==> src/rtl/id_ex_stage_reg_if.sv <==
// id_ex_stage_reg_if: decode-to-execute bundle with RV32I opcode/control-word types
package id_ex_pkg;
  localparam logic [6:0] OP_LUI   = 7'b0110111;
  localparam logic [6:0] OP_AUIPC = 7'b0010111;
  localparam logic [6:0] OP_JAL   = 7'b1101111;
  localparam logic [6:0] OP_JALR  = 7'b1100111;
  localparam logic [6:0] OP_BR    = 7'b1100011;
  localparam logic [6:0] OP_LOAD  = 7'b0000011;
  localparam logic [6:0] OP_STORE = 7'b0100011;
  localparam logic [6:0] OP_IMM   = 7'b0010011;
  localparam logic [6:0] OP_REG   = 7'b0110011;
  localparam logic [6:0] OP_CSR   = 7'b1110011;
  typedef struct packed {
    logic       load_regfile;
    logic       data_mem_read;
    logic       data_mem_write;
    logic [2:0] alu_op;
    logic       alu_imm;
    logic [1:0] wb_sel;
  } rv32i_control_word;
endpackage

interface id_ex_stage_reg_if #(parameter int CNT_W = 16);
  logic                          id_valid;
  logic [6:0]                    id_opcode;
  id_ex_pkg::rv32i_control_word  id_ctrl;
  logic [31:0]                   id_pc;
  logic [4:0]                    id_rs1_addr, id_rs2_addr, id_rd_addr;
  logic [31:0]                   id_rs1_data, id_rs2_data;
  logic [159:0]                  id_imms;
  logic                          mem_stall;
  logic                          flush;
  logic                          ex_valid;
  id_ex_pkg::rv32i_control_word  ex_ctrl;
  logic [31:0]                   ex_pc, ex_rs1_data, ex_rs2_data;
  logic [4:0]                    ex_rs1_addr, ex_rs2_addr, ex_rd_addr;
  logic [159:0]                  ex_imms;
  logic                          ifid_stall;
  logic [CNT_W-1:0]              bubble_count, flush_count;
  modport master (
    output id_valid, id_opcode, id_ctrl, id_pc, id_rs1_addr, id_rs2_addr, id_rd_addr,
           id_rs1_data, id_rs2_data, id_imms, mem_stall, flush,
    input  ex_valid, ex_ctrl, ex_pc, ex_rs1_data, ex_rs2_data, ex_rs1_addr, ex_rs2_addr,
           ex_rd_addr, ex_imms, ifid_stall, bubble_count, flush_count
  );
  modport slave (
    input  id_valid, id_opcode, id_ctrl, id_pc, id_rs1_addr, id_rs2_addr, id_rd_addr,
           id_rs1_data, id_rs2_data, id_imms, mem_stall, flush,
    output ex_valid, ex_ctrl, ex_pc, ex_rs1_data, ex_rs2_data, ex_rs1_addr, ex_rs2_addr,
           ex_rd_addr, ex_imms, ifid_stall, bubble_count, flush_count
  );
endinterface

==> src/rtl/id_ex_stage_reg.sv <==
// id_ex_stage_reg: ID/EX pipeline register with load-use bubble insertion, redirect squash and perf counters
module id_ex_stage_reg #(parameter int CNT_W = 16) (
  input logic              clk,
  input logic              rst_n,
  id_ex_stage_reg_if.slave bus
);
  import id_ex_pkg::*;
  typedef struct packed {
    logic              valid;
    rv32i_control_word ctrl;
    logic [31:0]       pc, rs1_data, rs2_data;
    logic [4:0]        rs1_addr, rs2_addr, rd_addr;
    logic [159:0]      imms;
  } ex_t;
  ex_t              ex_d, ex_q, cap;
  logic [CNT_W-1:0] bubble_d, bubble_q, flush_d, flush_q;
  logic             uses_rs1, uses_rs2, hazard;
  always_comb begin
    uses_rs1 = bus.id_opcode inside {OP_JALR, OP_BR, OP_LOAD, OP_STORE, OP_IMM, OP_REG};
    uses_rs2 = bus.id_opcode inside {OP_BR, OP_STORE, OP_REG};
    hazard   = ex_q.valid & ex_q.ctrl.data_mem_read & ex_q.ctrl.load_regfile & (ex_q.rd_addr != 5'd0)
             & bus.id_valid & ((uses_rs1 & (bus.id_rs1_addr == ex_q.rd_addr))
             | (uses_rs2 & (bus.id_rs2_addr == ex_q.rd_addr)));
    // an invalid capture still copies data but must never carry write enables into EX
    cap      = '{valid: bus.id_valid, ctrl: bus.id_valid ? bus.id_ctrl : '0, pc: bus.id_pc,
                 rs1_data: bus.id_rs1_data, rs2_data: bus.id_rs2_data, rs1_addr: bus.id_rs1_addr,
                 rs2_addr: bus.id_rs2_addr, rd_addr: bus.id_rd_addr, imms: bus.id_imms};
    ex_d     = bus.mem_stall ? ex_q : (bus.flush | hazard) ? '0 : cap;
    bubble_d = bubble_q + {{(CNT_W-1){1'b0}}, ~bus.mem_stall & ~bus.flush & hazard & ~&bubble_q};
    flush_d  = flush_q + {{(CNT_W-1){1'b0}}, ~bus.mem_stall & bus.flush & ~&flush_q};
  end
  always_ff @(posedge clk) begin
    if (!rst_n) begin
      ex_q     <= '0;
      bubble_q <= '0;
      flush_q  <= '0;
    end else begin
      ex_q     <= ex_d;
      bubble_q <= bubble_d;
      flush_q  <= flush_d;
    end
  end
  assign bus.ifid_stall   = rst_n & ~bus.mem_stall & ~bus.flush & hazard;
  assign bus.ex_valid     = ex_q.valid;
  assign bus.ex_ctrl      = ex_q.ctrl;
  assign bus.ex_pc        = ex_q.pc;
  assign bus.ex_rs1_data  = ex_q.rs1_data;
  assign bus.ex_rs2_data  = ex_q.rs2_data;
  assign bus.ex_rs1_addr  = ex_q.rs1_addr;
  assign bus.ex_rs2_addr  = ex_q.rs2_addr;
  assign bus.ex_rd_addr   = ex_q.rd_addr;
  assign bus.ex_imms      = ex_q.imms;
  assign bus.bubble_count = bubble_q;
  assign bus.flush_count  = flush_q;
endmodule

==> src/flat_wrapper.sv <==
// flat-port wrapper written by rule: the top's interface ports become plain ports
module id_ex_stage_reg_flat import id_ex_pkg::*;
#(parameter int CNT_W = 16)
  (clk, rst_n, bus_id_valid, bus_id_opcode, bus_id_ctrl, bus_id_pc, bus_id_rs1_addr, bus_id_rs2_addr, bus_id_rd_addr, bus_id_rs1_data, bus_id_rs2_data, bus_id_imms, bus_mem_stall, bus_flush, bus_ex_valid, bus_ex_ctrl, bus_ex_pc, bus_ex_rs1_data, bus_ex_rs2_data, bus_ex_rs1_addr, bus_ex_rs2_addr, bus_ex_rd_addr, bus_ex_imms, bus_ifid_stall, bus_bubble_count, bus_flush_count);
  id_ex_stage_reg_if #(.CNT_W(CNT_W)) bus_i ();
  input logic clk;
  input logic rst_n;
  input wire logic [$bits(bus_i.id_valid)-1:0] bus_id_valid;
  input wire logic [$bits(bus_i.id_opcode)-1:0] bus_id_opcode;
  input wire logic [$bits(bus_i.id_ctrl)-1:0] bus_id_ctrl;
  input wire logic [$bits(bus_i.id_pc)-1:0] bus_id_pc;
  input wire logic [$bits(bus_i.id_rs1_addr)-1:0] bus_id_rs1_addr;
  input wire logic [$bits(bus_i.id_rs2_addr)-1:0] bus_id_rs2_addr;
  input wire logic [$bits(bus_i.id_rd_addr)-1:0] bus_id_rd_addr;
  input wire logic [$bits(bus_i.id_rs1_data)-1:0] bus_id_rs1_data;
  input wire logic [$bits(bus_i.id_rs2_data)-1:0] bus_id_rs2_data;
  input wire logic [$bits(bus_i.id_imms)-1:0] bus_id_imms;
  input wire logic [$bits(bus_i.mem_stall)-1:0] bus_mem_stall;
  input wire logic [$bits(bus_i.flush)-1:0] bus_flush;
  output wire logic [$bits(bus_i.ex_valid)-1:0] bus_ex_valid;
  output wire logic [$bits(bus_i.ex_ctrl)-1:0] bus_ex_ctrl;
  output wire logic [$bits(bus_i.ex_pc)-1:0] bus_ex_pc;
  output wire logic [$bits(bus_i.ex_rs1_data)-1:0] bus_ex_rs1_data;
  output wire logic [$bits(bus_i.ex_rs2_data)-1:0] bus_ex_rs2_data;
  output wire logic [$bits(bus_i.ex_rs1_addr)-1:0] bus_ex_rs1_addr;
  output wire logic [$bits(bus_i.ex_rs2_addr)-1:0] bus_ex_rs2_addr;
  output wire logic [$bits(bus_i.ex_rd_addr)-1:0] bus_ex_rd_addr;
  output wire logic [$bits(bus_i.ex_imms)-1:0] bus_ex_imms;
  output wire logic [$bits(bus_i.ifid_stall)-1:0] bus_ifid_stall;
  output wire logic [$bits(bus_i.bubble_count)-1:0] bus_bubble_count;
  output wire logic [$bits(bus_i.flush_count)-1:0] bus_flush_count;
  assign bus_i.id_valid = bus_id_valid;
  assign bus_i.id_opcode = bus_id_opcode;
  assign bus_i.id_ctrl = bus_id_ctrl;
  assign bus_i.id_pc = bus_id_pc;
  assign bus_i.id_rs1_addr = bus_id_rs1_addr;
  assign bus_i.id_rs2_addr = bus_id_rs2_addr;
  assign bus_i.id_rd_addr = bus_id_rd_addr;
  assign bus_i.id_rs1_data = bus_id_rs1_data;
  assign bus_i.id_rs2_data = bus_id_rs2_data;
  assign bus_i.id_imms = bus_id_imms;
  assign bus_i.mem_stall = bus_mem_stall;
  assign bus_i.flush = bus_flush;
  assign bus_ex_valid = bus_i.ex_valid;
  assign bus_ex_ctrl = bus_i.ex_ctrl;
  assign bus_ex_pc = bus_i.ex_pc;
  assign bus_ex_rs1_data = bus_i.ex_rs1_data;
  assign bus_ex_rs2_data = bus_i.ex_rs2_data;
  assign bus_ex_rs1_addr = bus_i.ex_rs1_addr;
  assign bus_ex_rs2_addr = bus_i.ex_rs2_addr;
  assign bus_ex_rd_addr = bus_i.ex_rd_addr;
  assign bus_ex_imms = bus_i.ex_imms;
  assign bus_ifid_stall = bus_i.ifid_stall;
  assign bus_bubble_count = bus_i.bubble_count;
  assign bus_flush_count = bus_i.flush_count;
  id_ex_stage_reg #(.CNT_W(CNT_W)) u_core (.clk(clk), .rst_n(rst_n), .bus(bus_i));
endmodule
==> config.mk <==
export PLATFORM = sky130hd
export DESIGN_NAME = id_ex_stage_reg_flat
export DESIGN_NICKNAME = d
export VERILOG_FILES = /design/src/rtl/id_ex_stage_reg_if.sv /design/src/rtl/id_ex_stage_reg.sv /design/src/flat_wrapper.sv
export SDC_FILE = /design/constraint.sdc
export NUM_CORES = 1
export LEC_CHECK = 0
export BUFFER_PORTS_ARGS = -buffer_cell sky130_fd_sc_hd__buf_2
export CAP_MARGIN = 0
export CORE_AREA = 4 4 234 236
export CTS_CLUSTER_DIAMETER = 40
export CTS_CLUSTER_SIZE = 16
export DETAILED_ROUTE_END_ITERATION = 8
export DIE_AREA = 0 0 238 240
export GPL_TIMING_DRIVEN = 0
export HOLD_SLACK_MARGIN = 0.12
export PLACE_DENSITY_LB_ADDON = 0.2
export RECOVER_POWER = 100
export SETUP_SLACK_MARGIN = 0.5
export SYNTH_ARGS = -nofsm -noshare
export SYNTH_HDL_FRONTEND = slang
export SYNTH_SLANG_ARGS = --single-unit
export TNS_END_PERCENT = 5
==> constraint.sdc <==
create_clock -name clk -period 3.07 [get_ports clk]
set_input_delay 0.307 -clock clk [delete_from_list [all_inputs] [get_ports clk]]
set_output_delay 0.307 -clock clk [all_outputs]
set_load 0.01 [all_outputs]
==> results of run 1 <==
cell usage after synthesis (all sizes together) (3+ instances only):
cell / number
a21boi: 3
clkbuf: 35
inv: 3
buf: 30
ha: 4
nand4: 10
a22o: 280
nor2: 8
dfxtp: 313
o21ai: 4
and2: 32
or3: 3
nand3: 15
xnor2: 30
and4: 4
nand2: 13
xor2: 5
repair_timing:
| item | in CTS | in global routing |
|---|---|---|
| endpoints found under the hold margin | 282 | 2 |
| pin swaps | 0 | 3 |
| cloned | 0 | 0 |
| gates resized for setup | 9 | 6 |
| setup endpoints to repair | 13 | 17 |
| setup buffers | 0 | 3 |
kinds of logic (layout without fill, tap and decap cells):
logic type	count (synthesis)	after routing
AO/OA/AOI/OAI	293	293
XOR/XNOR	35	35
adder cells (fa/ha/maj)	4	4
buffers and inverters	68	1055
flip-flops	313	313
other	0	2
AND/OR/NAND/NOR	95	95
per-layer routing:
metal  part of all wire  track usage
met5            0.00088            0
met1               0.39       0.1607
met3              0.074      0.04657
met2               0.49       0.2589
met4              0.037      0.05717
where the power goes:
group	switching, W	leakage [nW]	internal, W	total, W
Sequential	0.0000854	2.55	0.00421	0.00430
Clock	0.00223	0.896	0.00378	0.00601
Combinational	0.000462	4.16	0.000549	0.00101
through the flow:
| step | hold slack [ns] | total power (W) |
|---|---|---|
| 3_3_place_gp | 0.4563 | 0.005150 |
| 6_report | 0.06779 | 0.01132 |
| 5_1_grt | 0.03433 | 0.01178 |
| 4_1_cts | 0.02408 | 0.01156 |
| 2_1_floorplan | 0.4327 | 0.004680 |
| 3_5_place_dp | 0.4579 | 0.005153 |
sequential cells by signal, summed over array words and instances (netlist names):
signal and cells:
u_core.bus.ex_imms 160, u_core.bus.ex_pc 32, u_core.bus.ex_rs1_data 32, u_core.bus.ex_rs2_data 32, u_core.bus.bubble_count 16, u_core.bus.flush_count 16, u_core.bus.ex_ctrl 9, u_core.bus.ex_rd_addr 5
u_core.bus.ex_rs1_addr 5, u_core.bus.ex_rs2_addr 5, u_core.bus.ex_valid 1
worst max path at each step:
stage                                    startpoint                          end  slack (ns)  depth (start not counted)
final                      u_core.bus.ex_rd_addr[4]       u_core.bus.ex_imms[62]        0.48                          7
after global routing       u_core.bus.ex_rd_addr[3]  u_core.bus.bubble_count[12]        0.23                         11
after CTS                  u_core.bus.ex_rd_addr[1]  u_core.bus.bubble_count[12]        0.41                         11
after detailed placement                      rst_n      u_core.bus.ex_imms[134]        0.05                          6
after global placement                        rst_n      u_core.bus.ex_imms[132]       0.006                          6
after floorplan           u_core.bus.flush_count[2]   u_core.bus.flush_count[12]        0.77                         11
area by class of cell:
cell class                 count  area share
buffer                        65     0.01736
antenna                        2   0.0002745
tap                          688     0.04722
sequential                   313      0.3437
inverter                       3   0.0006177
clock buffer                  64     0.08010
clock inverter                35     0.02025
timing repair buffer         888      0.2999
multi-input combinational    427      0.1906
==> flow_summary.ini, run 1 <==
[routing]
drc_errors = 0
ant_nets = 0
initialDrtViolationCount = 269
vias_per_cell = 4.136
drtPass1Iterations = 4
vias = 10280
wl_per_cell_um = 17.81
drt_wl_total_mm = 44.26

[placement]
placedCellCount = 2101
port_buffers = 605
placed_area_sq_um = 14020
gp_congestion = 0.8775
place_ws_ns = 0.05256
dp_hpwl_mm = 32.16

[synth]
synth.avg_cell_area_sq_um = 12.54
ys_types = 34
synth_top_area_frac = 0.6183
yosysSeqAreaShare = 0.6183
syn_area_sq_um = 10130
synth_compound_gate_area_share = 0.2508
ys_top_cells_by_area = dfxtp_1 62%, a22o_1 24%, xnor2_1 2.6%
synthMuxAreaShare = 0
synth_seq_cells = 313
synth-xor-area-share = 0.03025
synthArstFlopShare = 0
yosys_warnings = 0
yosysTopAreaCell = dfxtp_1
synth_nets = 1104
synth_top_family_by_area = compound AO/OA/AOI/OAI gates
synth_flop_cell = dfxtp_1
synth_edf_count = 0
synthAdderAreaFrac = 0.004939
synth-simple-area-share = 0.05322
synthCells = 808

[global_route]
track_usage = 0.1451
grt_antenna_before_repair = 6
grt_overflow = 0
grt_max_degree = 14
grt_pass1_wl_mm = 65.19
grt_pass1_vias = 11120

[worst_setup_path]
cp_max_fo = 10
r2r_slack_ns = 0.48
crit_chain = or4_1 > o21a_1 > a21oi_1 > buf_4 > clkbuf_2 > clkbuf_2 > a22o_1
cp.arrival_ns = 3.09
r2r-start = u_core.bus.ex_rd_addr[4]
cpPeakStageDelay_ns = 0.56
worst-path-buf-inv = 3
reg2reg_to = u_core.bus.ex_imms[62]
path_class = flip-flop to flip-flop
cp_common_cell = clkbuf_2
cpLargestDelayFamily = buffers and inverters
worstRegToRegCells = 7
start_kind = flip-flop
crit_path_end_kind = flip-flop
crit_required_ns = 3.57
critPathSlowestCell = or4_1

[finish]
layout.nets = 2048
final_cell_mix = 365 x clkbuf_1, 313 x dfxtp_1, 296 x buf_2
area_growth_pct = 79.90
final_common_cell = clkbuf_1
multiInputGateArea_sq_um = 3475
fin_area_sq_um = 18230
fin_cells = 2485
finish.utilization = 0.3476
nFillCells = 5436
seq_area_sq_um = 6266
drive_gt1_frac = 0.2306

[die]
fp.dieH_um = 240
ios = 606
die_w_um = 238
coreArea_sq_um = 52450
initial_utilization = 0.1932
row_count = 84
dieArea_sq_um = 57120

[clocking]
clock_tree.root_cell = clkbuf_16
path_clk_slew_ns = 0.05
tritoncts = done
cts-buffers-inserted = 54
clockBufferDepth = 3
hold_buffers = 280
clock_latency_ns = 0.57
h-tree-depth = 2
cts.sinks = 313

[sta]
worstMarginPinSlew_ns = 0.9035
setup_ws_ns = 0.4839
fin_worst_skew_ns = 0.01771
setup_viol = 0
slew_headroom = 0.3977
rsz0062_at_grt = true
hold_viol_final = 0
min_period_ns = 2.586
max_freq_mhz = 386.7
setup_tns_ns = 0
slew_viol_final = 0
finalCritPeriodShare = 0.8424

[flow_run]
cap_violations = 0

[hold_path]
hold_path.class = input pin to flip-flop
min_to = u_core.bus.bubble_count[5]
hp-start = rst_n
hold_depth = 2

[power_and_ir_drop]
power_density_nw_per_um2 = 621.2
ir_worst_vdd_mv = 0.3634
p_leak_nw = 7.606

[run_status]
status = finished clean
Note: power is estimated with default switching activity, not from simulation.
==> run 2: changes to the inputs <==
==> constraint.sdc (replaced) <==
create_clock -name clk -period 2.67 [get_ports clk]
set_input_delay 0.267 -clock clk [delete_from_list [all_inputs] [get_ports clk]]
set_output_delay 0.267 -clock clk [all_outputs]
set_load 0.01 [all_outputs]
==> run 2 against run 1 <==
Compared with the run above:
- utilization rose by 0.89 points
- global-route usage rose by 0.18 points
- critical path depth rose by 4
- worst hold slack improved by 0.16 ns
- critical endpoint is now u_core.bus.bubble_count[12]
- non-clock buffer count rose by 10
- sequential power rose by 15%
- maximum frequency rose by 2.0%
- clock skew barely moved
- clock power rose by 16%
- register-to-register slack got worse by 0.35 ns
==> flow_summary.ini, run 2 (synthesis gave the netlist of run 1 again) <==
[run_status]
status = finished clean

[power_and_ir_drop]
ir_worst_vdd_mv = 0.3915
power.total_w = 0.01313
switching_power_w = 0.003165
p_clk_frac = 0.532
internal_power_w = 0.009968
seq_power_share = 0.377
power_density_nw_per_um2 = 702.5
p_sw_frac = 0.2410
p_leak_nw = 7.829
power.share.combinational = 0.092

[clocking]
tritoncts = done
h-tree-depth = 2
clock_latency_ns = 0.57
cts-buffers-inserted = 54
clockBufferDepth = 3
cts.sinks = 313
clock_tree.root_cell = clkbuf_16
path_clk_slew_ns = 0.05

[finish]
layout.nets = 2058
nFillCells = 5375
multiInputGateArea_sq_um = 3563
area_growth_pct = 84.48
fin_cells = 2494
largest_register_ffs = 160
final_cell_mix = 338 x clkbuf_1, 302 x buf_2, 302 x dfxtp_1
final_common_cell = clkbuf_1
seq_area_sq_um = 6287
drive_gt1_frac = 0.2629

[sta]
setup_tns_ns = 0
worstMarginPinSlew_ns = 1.102
setup_ws_ns = 0.1339
finalCritPeriodShare = 0.9499
slew_headroom = 0.2650
holdWs_ns = 0.2307
max_freq_mhz = 394.3
slew_viol_final = 0
fin_worst_skew_ns = 0.01801
min_period_ns = 2.536
hold_viol_final = 0
rsz0062_at_grt = true
setup_viol = 0

[routing]
drt_wl_total_mm = 45.09
vias = 10480
drtPass1Iterations = 4
ant_nets = 0
wl_per_cell_um = 18.08
initialDrtViolationCount = 380
drc_errors = 0
vias_per_cell = 4.202

[flow_run]
cap_violations = 0

[die]
coreArea_sq_um = 52450
row_count = 84
die_w_um = 238
fp.dieH_um = 240
initial_utilization = 0.1932
ios = 606
dieArea_sq_um = 57120

[worst_setup_path]
crit_required_ns = 3.13
cp.arrival_ns = 2.99
worstRegToRegCells = 11
path_class = flip-flop to flip-flop
cp_max_fo = 3
start_kind = flip-flop
crit_path_end_kind = flip-flop

[placement]
placedCellCount = 2101
port_buffers = 605
place_ws_ns = -0.4222
dp_hpwl_mm = 32.86
gp_congestion = 0.8480

[global_route]
grt_overflow = 0
grt_antenna_before_repair = 3
grt_pass1_wl_mm = 66.15
grt_pass1_vias = 11160
grt_max_degree = 14
track_usage = 0.1469

[hold_path]
hold_path.class = input pin to flip-flop
hold_depth = 4
==> run 2: cell count changes in the layout (fill, tap and decap cells not counted), moves of 4 or more <==
cell and delta:
and2_0 -14, and2_1 +13, buf_2 +6, buf_4 +6, buf_6 +13, buf_8 +8, clkbuf_1 -27, clkinv_2 -6
clkinv_4 +9, dfxtp_1 -11, dfxtp_2 +8, ha_1 -4, inv_6 -5
==> run 2: area by class of cell <==
| class | count | share of cell area |
|---|---|---|
| antenna | 3 | 0.0004016 |
| buffer | 65 | 0.02925 |
| clock buffer | 64 | 0.07864 |
| clock inverter | 33 | 0.02075 |
| inverter | 3 | 0.0006024 |
| multi-input combinational | 427 | 0.1906 |
| sequential | 313 | 0.3363 |
| tap | 688 | 0.04605 |
| timing repair buffer | 898 | 0.2974 |
==> run 2: per-layer routing <==
layer	global-route usage	up-vias	routed length [um]
met5	0	-	9
met4	0.05910	2	1484
met3	0.04164	85	3456
met2	0.2591	444	22420
met1	0.1680	4946	17720
li1	-	5003	-
==> run 2: path summary, 6_finish.rpt <==
path | startpoint | endpoint | slack [ns]
worst max-delay path | u_core.bus.ex_ctrl[8] | u_core.bus.bubble_count[12] | 0.13
worst min-delay path | bus_id_valid | u_core.bus.ex_valid | 0.23
worst max register to register | u_core.bus.ex_ctrl[8] | u_core.bus.bubble_count[12] | 0.13
worst min register to register | u_core.bus.ex_imms[45] | u_core.bus.ex_imms[45] | 0.47
==> run 2: worst max-delay path, cell delays in order (launching register included) <==
cell and delay [ns]:
dfxtp_4 0.35, nand4b_1 0.29, a211oi_2 0.36, o21a_1 0.24
nand2_2 0.09, nor4_4 0.14, ha_2 0.26, ha_4 0.15
and2_4 0.15, nand4_1 0.11, xnor2_1 0.14, and2_1 0.15
==> run 2: what timing repair did <==
item,in CTS,in global routing
endpoints found under the hold margin,282,0
resized for setup,11,80
pin swaps,8,15
gates cloned,0,0
setup buffers,5,7
hold buffers,281,0
endpoints found under the setup margin,312,313
==> run 2: power groups by stage <==
stage	Sequential [W]	Combinational [W]	Clock, W
floorplan	0.00510	0.000278	0
global placement	0.00503	0.000894	0
detailed placement	0.00503	0.000896	0
CTS	0.00494	0.00124	0.00717
global route	0.00496	0.00130	0.00738
finish	0.00495	0.00120	0.00699
==> run 2: metrics by stage <==
step | area, sq um | utilization
6_report | 18690 | 0.3565
5_1_grt | 18690 | 0.3564
4_1_cts | 18790 | 0.3584
3_5_place_dp | 14050 | 0.2679
3_3_place_gp | 14050 | 0.2679
2_1_floorplan | 10160 | -
